$ cat config.mk
export PLATFORM = sky130hd
export DESIGN_NAME = frame_feeder
export DESIGN_NICKNAME = d
export VERILOG_FILES = /design/src/rtl/frame_pkg.sv /design/src/rtl/frame_feeder_sync_fifo.sv /design/src/rtl/frame_feeder.sv
export SDC_FILE = /design/constraint.sdc
export NUM_CORES = 1
export LEC_CHECK = 0
export CAP_MARGIN = 0
export CORE_MARGIN = 2
export CORE_UTILIZATION = 45
export DETAILED_ROUTE_END_ITERATION = 7
export GPL_TIMING_DRIVEN = 0
export PLACE_DENSITY_LB_ADDON = 0.1
export SLEW_MARGIN = 20
export SYNTH_ARGS = -nofsm -noshare
export SYNTH_HDL_FRONTEND = slang
export SYNTH_SLANG_ARGS = --single-unit
export TNS_END_PERCENT = 1
$ cat constraint.sdc
create_clock -name clk -period 4 [get_ports clk]
set_input_delay 0.4 -clock clk [delete_from_list [all_inputs] [get_ports clk]]
set_output_delay 0.4 -clock clk [all_outputs]
set_load 0.005 [all_outputs]
$ cat src/rtl/frame_pkg.sv
// Shared types and defaults for the frame feeder that sits in front of the
// 15-sample max/min tracker.
package frame_pkg;

    localparam int FRAME_LEN_DEF = 15;
    localparam int WIDTH_DEF     = 8;

    // IDLE: waiting for a full frame; STREAM: replaying one; GAP: one-cycle
    // valid-low separator so the tracker can reinitialise.
    typedef enum logic [1:0] {
        IDLE,
        STREAM,
        GAP
    } feed_state_t;

    typedef logic [WIDTH_DEF-1:0] sample_t;

endpackage

$ cat src/rtl/frame_feeder_sync_fifo.sv
// Single-clock FIFO with registered occupancy. The read side exposes the head
// entry combinationally so the consumer can register it on the pop edge.
module sync_fifo
    import frame_pkg::*;
#(
    parameter int WIDTH = WIDTH_DEF,
    parameter int DEPTH = 32,
    parameter int LW    = $clog2(DEPTH + 1)
) (
    input  logic             clk,
    input  logic             rst_n,
    input  logic             push,
    input  logic             pop,
    input  logic             flush,
    input  logic [WIDTH-1:0] wdata,
    output logic [LW-1:0]    level,
    output logic [WIDTH-1:0] head,
    output logic             full
);

    localparam int AW = $clog2(DEPTH);

    logic [WIDTH-1:0] mem [DEPTH];
    logic [AW-1:0]    wptr;
    logic [AW-1:0]    rptr;

    // Storage write on every accepted push.
    // NOTE: the storage array has no reset; only pointers and level define
    // which entries are valid, so clearing the data would just cost area.
    always_ff @(posedge clk) begin
        if (push) begin
            mem[wptr] <= wdata;
        end
    end

    // Pointer and occupancy bookkeeping; flush discards everything at once.
    // NOTE: sequential state uses non-blocking assignments so every register
    // samples pre-edge values regardless of statement order.
    always_ff @(posedge clk or negedge rst_n) begin
        if (!rst_n) begin
            wptr  <= '0;
            rptr  <= '0;
            level <= '0;
        end else if (flush) begin
            wptr  <= '0;
            rptr  <= '0;
            level <= '0;
        end else begin
            if (push) wptr <= wptr + AW'(1);
            if (pop)  rptr <= rptr + AW'(1);
            unique case ({push, pop})
                2'b10:   level <= level + LW'(1);
                2'b01:   level <= level - LW'(1);
                default: ;
            endcase
        end
    end

    assign head = mem[rptr];
    assign full = (level == LW'(DEPTH));

endmodule

$ cat src/rtl/frame_feeder.sv
// Buffers a bursty sample stream and replays it in whole frames of FRAME_LEN
// contiguous valid cycles, with at least one valid-low cycle between frames.
module frame_feeder
    import frame_pkg::*;
#(
    parameter int WIDTH     = WIDTH_DEF,
    parameter int FRAME_LEN = FRAME_LEN_DEF,
    parameter int DEPTH     = 32,
    parameter int LW        = $clog2(DEPTH + 1)
) (
    input  logic             clk,
    input  logic             rst_n,
    input  logic             s_valid,
    input  logic [WIDTH-1:0] s_data,
    output logic             s_ready,
    input  logic             flush,
    output logic             out_valid,
    output logic [WIDTH-1:0] out_num,
    output logic [LW-1:0]    level,
    output logic [7:0]       frames_out
);

    localparam int CW = $clog2(FRAME_LEN + 1);

    feed_state_t      state;
    feed_state_t      state_next;
    logic [CW-1:0]    frame_cnt;
    logic [WIDTH-1:0] head;
    logic             fifo_full;
    logic             push;
    logic             pop;
    logic             fifo_flush;
    logic             last_pop;
    logic             frame_ready;

    // s_ready looks only at registered occupancy, so a pop never frees a slot
    // for a push in the same cycle.
    assign s_ready     = !fifo_full && !flush;
    assign push        = s_valid && s_ready;
    assign pop         = (state == STREAM);
    assign fifo_flush  = flush && (state == IDLE);
    assign last_pop    = pop && (frame_cnt == CW'(FRAME_LEN - 1));
    assign frame_ready = (level >= LW'(FRAME_LEN));

    sync_fifo #(
        .WIDTH (WIDTH),
        .DEPTH (DEPTH),
        .LW    (LW)
    ) u_fifo (
        .clk   (clk),
        .rst_n (rst_n),
        .push  (push),
        .pop   (pop),
        .flush (fifo_flush),
        .wdata (s_data),
        .level (level),
        .head  (head),
        .full  (fifo_full)
    );

    // State register.
    always_ff @(posedge clk or negedge rst_n) begin
        if (!rst_n) begin
            state <= IDLE;
        end else begin
            state <= state_next;
        end
    end

    // Next-state: start only when a whole frame is resident, always pass
    // through GAP after the last sample of a frame.
    // NOTE: state_next gets a default before the case so no path leaves it
    // unassigned, which would infer a latch.
    always_comb begin
        state_next = state;
        unique case (state)
            IDLE:    if (frame_ready && !flush) state_next = STREAM;
            STREAM:  if (last_pop)              state_next = GAP;
            GAP:     state_next = frame_ready ? STREAM : IDLE;
            default: state_next = IDLE;
        endcase
    end

    // Output registers, position within the frame and completed-frame count.
    always_ff @(posedge clk or negedge rst_n) begin
        if (!rst_n) begin
            out_valid  <= 1'b0;
            out_num    <= '0;
            frame_cnt  <= '0;
            frames_out <= '0;
        end else begin
            out_valid <= pop;
            if (pop) begin
                out_num <= head;
            end
            if (last_pop) begin
                frame_cnt  <= '0;
                frames_out <= frames_out + 8'd1;
            end else if (pop) begin
                frame_cnt <= frame_cnt + CW'(1);
            end
        end
    end

endmodule

==> results.ini, run 1 <==
[outcome]
run_status = finished clean

[cts]
cts.sinks = 295
path_clk_slew_ps = 60
numCtsBuffers = 30
cts_resized = 0
htree_levels = 1
insertion_delay_ps = 560
cts-root-buf = clkbuf_16
cts_tree = done
max-clock-path-buffers = 3
post_cts_buffers = 0

[sta]
slew_violations = 0
fmax_ghz = 0.358
finalCriticalPeriod_ps = 2790
rsz0062_at_grt = no
fin_crit_sh_pct = 69.8
setup_viol = 0
final_hold_viol_count = 0
hold_slack_ps = 249
slew_headroom_pct = 33.2
skew_ps = 21.4
worstMarginPinSlew_ps = 999
fin_setup_tns_ps = 0

[setup_path]
crit_arrival_ps = 2980
critPathSlowestCell = nor2_1
r2r-start = u_fifo.level[5]$_DFFE_PN0P_
rr_worst_depth = 4
crit_end = u_fifo.mem[13][3]$_DFFE_PP_
required_ps = 4190
startpoint = u_fifo.level[5]$_DFFE_PN0P_
cp_max_fo = 8
regToRegSetupSlack_ps = 1210
crit_type = reg -> reg
reg2reg_to = u_fifo.mem[13][3]$_DFFE_PP_
start_kind = register
path_cells = nor3b_2, a21oi_2, nand2_1, nor2_1
slowest_delay_ps = 810
cp-end-kind = register

[floorplan]
fp.dieH_um = 167
start_util_pct = 46.0
fp.dieW_um = 167
core_area_mm2 = 0.0261
rows = 59
pin_count = 36
die_area_mm2 = 0.0279

[place]
hpwl_mm = 17.8
gp_congestion = 0.885
io_buffers = 35

[synth]
yosys.cell_types.count = 56
synth_edf_count = 256
syn_area_per_cell_um2 = 17.4
synthTopCellsByCount = edfxtp_1 (256), mux2i_1 (60), nor2_1 (48)
yosysTopAreaCellShare_pct = 64.2
synthTopCellsByArea = edfxtp_1 (64%), dfrtp_1 (8.1%), mux4_2 (7.7%)
synth_nets = 710
async_reset_ff_share_pct = 13.2
syn_area_mm2 = 0.0120
yosys_warnings = 0
synthCells = 688
synth.most_common_cell = edfxtp_1
ys_ff_latch = 295
synth_top_area_cell = edfxtp_1
ys_seq_area_share_pct = 72.3
synth-main-ff-cell = edfxtp_1

[flow_run]
cap_viol_max_count = 0

[finish]
nFillCells = 2101
final_nets = 779
area_delta_synth_final_pct = 15.7
drive_above_1_share_pct = 18.2
diodes = 0

[route]
final_antenna_net_count = 0
drt_pass1_iterations = 5
viasPerCell = 5.73
num_vias = 6394
drt_iter0_drc = 506
drc = 0
routed_wl_mm = 27.2
wire_per_inst_um = 24.4

[global_routing]
grt_pass1_vias = 6605
grt_usage_pct = 19.6
grt_pass1_wl_mm = 41.3
overflow = 0
antenna_found_initial = 0
grt_max_degree = 33

[worst_hold_path]
hold_class = in -> async

[power_and_ir_drop]
irDropWorstVdd_mv = 0.407
power.density_mw_per_mm2 = 711
power_leakage_nw = 4.74

## flip-flops by register name, indices dropped and copies added, names as in the netlist
register / flops
u_fifo.wptr: 5
frames_out: 8
u_fifo.level: 6
u_fifo.mem: 256
out_valid: 1
frame_cnt: 4
state: 2
out_num: 8
u_fifo.rptr: 5
## cell type report
class                           count  area [um2]  share of cell area, %
Sequential cell                   295        8660                   62.6
Buffer                             34         195                   1.41
Clock inverter                     20         337                   2.43
Multi-Input combinational cell    350        3080                   22.3
Inverter                            9        33.8                  0.244
Clock buffer                       36         783                   5.66
Timing Repair Buffer               37         335                   2.42
Tap cell                          335         419                   3.03
## power by group
group	switching [mW]	total [mW]	internal [mW]
combinational	1.64	2.95	1.31
clock	1.15	3.13	1.97
sequential	0.186	3.77	3.58
total	2.98	9.85	6.86
## routing by layer
layer	track usage (%)	vias to the layer above	part of all wire [%]
li1	-	2874	-
met1	26.5	3292	43
met2	33.0	180	49
met3	3.03	48	5.2
met4	6.28	0	3.3
met5	0	-	0
## timing repair
action / 4_1_cts / 5_1_grt
endpoints found under the hold margin: 39 / 0
hold buffers: 1 / 0
endpoints found under the setup margin: 0 / 0
## cell families after synthesis
kind of cell,Yosys count,synth area share [%]
flip-flops,295,72.3
multiplexers,102,12.8
AO/OA/AOI/OAI,86,5.36
AND/OR/NAND/NOR,140,5.64
XOR/XNOR,12,0.878
buffers and inverters,43,1.91
adder cells (fa/ha/maj),10,1.04
## through the flow
step           power [mW]  setup WS [ps]  instance area, um2  utilization [%]  cells
6_report             9.85           1210               13800             53.1   1116
5_1_grt              10.3           1030               13800             53.1   1116
4_1_cts              9.93           1220               13900             53.2   1116
3_5_place_dp         6.81            772               12700             48.9   1059
3_3_place_gp         6.74            868               12700             48.9   1058
2_1_floorplan        5.76           1780               12000                -    688
## cells in the final DEF, fill, tap and decap left out, drive strengths merged, types with 2 or more instances in the layout
master and count:
nand2b 3, o22ai 15, clkinv 10, a311oi 2, nor2 48, mux2i 60
nor3 4, bufinv 9, edfxtp 256, inv 9, nor3b 2, clkdlybuf4s50 26
buf 35, o22a 9, mux4 41, or3 10, o221a 8, ha 10
or3b 4, nand2 40, o21ai 12, a31oi 4, nand4 5, xnor2 8
o21a 2, nor2b 2, o2111ai 9, xor2 4, nand3b 6, clkbuf 45
a22o 2, nand3 11, a21oi 15, dfrtp 39
## worst min path at each step
stage / from / to / slack (ps) / depth (start not counted)
finish: rst_n / out_num[1]$_DFFE_PN0P_ / 250 / 2
global placement: frames_out[7]$_DFFE_PN0P_ / frames_out[7]$_DFFE_PN0P_ / 460 / 1
CTS: rst_n / u_fifo.level[3]$_DFFE_PN0P_ / 250 / 2
floorplan: rst_n / frame_cnt[0]$_DFFE_PN0P_ / 100 / 0
detailed placement: rst_n / u_fifo.level[5]$_DFFE_PN0P_ / 270 / 1
global route: rst_n / u_fifo.level[3]$_DFFE_PN0P_ / 270 / 2
## worst max-delay path, delay by kind of cell, from the launching register on
kind             cells  cell delay [ps]
AO/OA/AOI/OAI        1              450
AND/OR/NAND/NOR      3             1520
flip-flops           1              450
No activity file was read; power rests on OpenSTA's default activity.
==> run 2, diff against run 1 <==
==> constraint.sdc (replaced) <==
create_clock -name clk -period 2.8 [get_ports clk]
set_input_delay 0.28 -clock clk [delete_from_list [all_inputs] [get_ports clk]]
set_output_delay 0.28 -clock clk [all_outputs]
set_load 0.005 [all_outputs]
==> run 2 against run 1 <==
Worst hold slack got worse by 120 ps. Combinational power increased by 43%. Sequential cell count unchanged. Global-route usage unchanged. Critical endpoint is now u_fifo.level[4]$_DFFE_PN0P_. Cell count unchanged. Non-clock buffer count unchanged. Final area about the same. Largest power group unchanged.
==> results.ini, run 2 (synthesized netlist as in run 1, its figures left out) <==
[setup_path]
crit_arrival_ps = 3110  ; was 2980 ps
cpLargestDelayFamily = compound AO/OA/AOI/OAI gates  ; was simple AND/OR/NAND/NOR gates
slowest_delay_ps = 500  ; was 810 ps
crit_type = reg -> reg  ; unchanged
path_cells = nor3b_2, a21oi_4, nor2_1, xor2_1, ha_1, a31oi_1, a2111oi_0, a311oi_1, a31oi_1  ; was nor3b_2, a21oi_2, nand2_1, nor2_1
cp_max_fo = 9  ; was 8
cp-end-kind = register  ; unchanged
required_ps = 3270  ; was 4190 ps
critPathSlowestCell = a2111oi_0  ; was nor2_1
crit_buf_inv = 0  ; unchanged
cpMostUsedCell = a31oi_1
start_kind = register  ; unchanged

[finish]
diodes = 0  ; unchanged
drive_above_1_share_pct = 18.4  ; was 18.2%
final_nets = 779  ; unchanged
utilization_pct = 53.2  ; was 53.1%
final_cell_mix = edfxtp_1 (256), mux2i_1 (60), nor2_1 (47)  ; was edfxtp_1 (256), mux2i_1 (60), nor2_1 (48)
final_common_cell = edfxtp_1  ; unchanged
top_register = u_fifo.mem  ; unchanged
final_cell_area_mm2 = 0.0139  ; was 0.0138 mm2
area_delta_synth_final_pct = 15.7  ; about the same
top_regs = u_fifo.mem: 256 flops, frames_out: 8 flops, out_num: 8 flops  ; unchanged
largest_reg_flops = 256  ; unchanged
stdcell_count = 1116  ; unchanged

[floorplan]
start_util_pct = 46.0  ; unchanged
core_area_mm2 = 0.0261  ; unchanged
rows = 59  ; unchanged
die_area_mm2 = 0.0279  ; unchanged
pin_count = 36  ; unchanged
fp.dieW_um = 167  ; unchanged
fp.dieH_um = 167  ; unchanged

[global_routing]
grt_usage_pct = 19.6  ; unchanged
grt_max_degree = 33  ; unchanged
overflow = 0  ; unchanged
grt_util_met3_pct = 3.03  ; unchanged
grt_use_met1_pct = 26.5  ; unchanged
grt_pass1_vias = 6605  ; unchanged
top_usage_layer = met2  ; unchanged
antenna_found_initial = 0  ; unchanged
grt_pass1_wl_mm = 41.3  ; unchanged
met2_usage_pct = 33.0  ; unchanged

[route]
routed_wl_mm = 27.3  ; was 27.2 mm
drt_pass1_iterations = 5  ; unchanged
wire_per_inst_um = 24.4  ; about the same
viasPerCell = 5.80  ; was 5.73
final_antenna_net_count = 0  ; unchanged
drt_iter0_drc = 478  ; was 506
num_vias = 6473  ; was 6394
drc = 0  ; unchanged

[place]
hpwl_mm = 17.8  ; unchanged
gp_congestion = 0.885  ; unchanged
dp_cells = 1059  ; unchanged
io_buffers = 35  ; unchanged
dpl_cell_area_mm2 = 0.0127  ; unchanged
place_ws_ps = -308  ; was 772 ps

[cts]
post_cts_buffers = 0  ; unchanged
insertion_delay_ps = 560  ; about the same
path_clk_slew_ps = 60  ; about the same
max-clock-path-buffers = 3  ; unchanged
cts-root-buf = clkbuf_16  ; unchanged
htree_levels = 1  ; unchanged
numCtsBuffers = 30  ; unchanged
cts.sinks = 295  ; unchanged
cts_tree = done  ; unchanged

[power_and_ir_drop]
switching_share_pct = 30.3  ; about the same
irDropWorstVdd_mv = 0.580  ; was 0.407 mV
power_leakage_nw = 4.74  ; about the same
power.sequential.fraction_pct = 38.2  ; was 38.3%
clkPwrFrac_pct = 31.7  ; was 31.8%
power.density_mw_per_mm2 = 1020  ; was 711 mW/mm2
power_mw = 14.1  ; was 9.85 mW
internal_power_mw = 9.81  ; was 6.86 mW
p_comb_share_pct = 30.1  ; was 30.0%
switchingPower_mw = 4.27  ; was 2.98 mW

[sta]
fmax_ghz = 0.378  ; was 0.358 GHz
slew_headroom_pct = 35.7  ; was 33.2%
slew_violations = 0  ; unchanged
skew_ps = 21.2  ; was 21.4 ps
setup_viol = 0  ; unchanged
fin_ws_ps = 157  ; was 1210 ps
fin_crit_sh_pct = 94.4  ; was 69.8%
final_hold_viol_count = 0  ; unchanged
rsz0062_at_grt = no  ; unchanged
finalCriticalPeriod_ps = 2640  ; was 2790 ps
fin_setup_tns_ps = 0  ; unchanged
worstMarginPinSlew_ps = 962  ; was 999 ps
hold_slack_ps = 128  ; was 249 ps

[flow_run]
cap_viol_max_count = 0  ; unchanged

[worst_hold_path]
hold_class = in -> async  ; unchanged

[outcome]
run_status = finished clean  ; unchanged

==> run 2: cell count changes in the layout (fill, tap and decap cells not counted) <==
cell	previous run	this run
buf_1	2	1
a21oi_4	0	1
clkbuf_2	0	1
nor2_1	48	47
nor2_2	0	1
a21oi_2	1	0
==> run 2: layout make-up <==
| type | instances | area [um2] |
|---|---|---|
| Timing Repair Buffer | 37 | 335 |
| Buffer | 34 | 196 |
| Tap cell | 335 | 419 |
| Multi-Input combinational cell | 350 | 3090 |
| Fill cell | 2101 | 12200 |
| Clock inverter | 20 | 337 |
| Sequential cell | 295 | 8660 |
| Inverter | 9 | 33.8 |
| Clock buffer | 36 | 783 |
==> run 2: path summary, 6_finish.rpt <==
kind	from	to	slack [ps]	cells after the start
worst min-delay path	rst_n	out_num[7]$_DFFE_PN0P_	130	2
worst min register to register	frames_out[7]$_DFFE_PN0P_	frames_out[7]$_DFFE_PN0P_	470	1
min in group clk	s_data[5]	u_fifo.mem[5][5]$_DFFE_PP_	260	1
max in group asynchronous	rst_n	u_fifo.wptr[4]$_DFFE_PN0P_	2220	3
worst max register to register	u_fifo.level[4]$_DFFE_PN0P_	u_fifo.level[4]$_DFFE_PN0P_	160	9
worst max-delay path	u_fifo.level[4]$_DFFE_PN0P_	u_fifo.level[4]$_DFFE_PN0P_	160	9
==> run 2: power by group through the flow <==
stage,clock network [mW],registers (mW),logic (mW)
final,4.46,5.38,4.23
after global routing,4.70,5.43,4.57
after CTS,4.54,5.39,4.26
after detailed placement,0,5.48,4.25
after global placement,0,5.46,4.17
after floorplan,0,5.40,2.83
==> run 2: metal layers <==
metal | vias to the layer above | wire (um) | part of all wire, %
met2 | 192 | 13400 | 49
li1 | 2873 | - | -
met3 | 45 | 1520 | 5.6
met1 | 3363 | 11500 | 42
met5 | - | 0 | 0
met4 | 0 | 874 | 3.2
==> run 2: repair_timing <==
action                     CTS  global route
hold endpoints to repair    39             0
hold buffers                 1             0
gates resized for setup      0             3
setup endpoints to repair    0           186
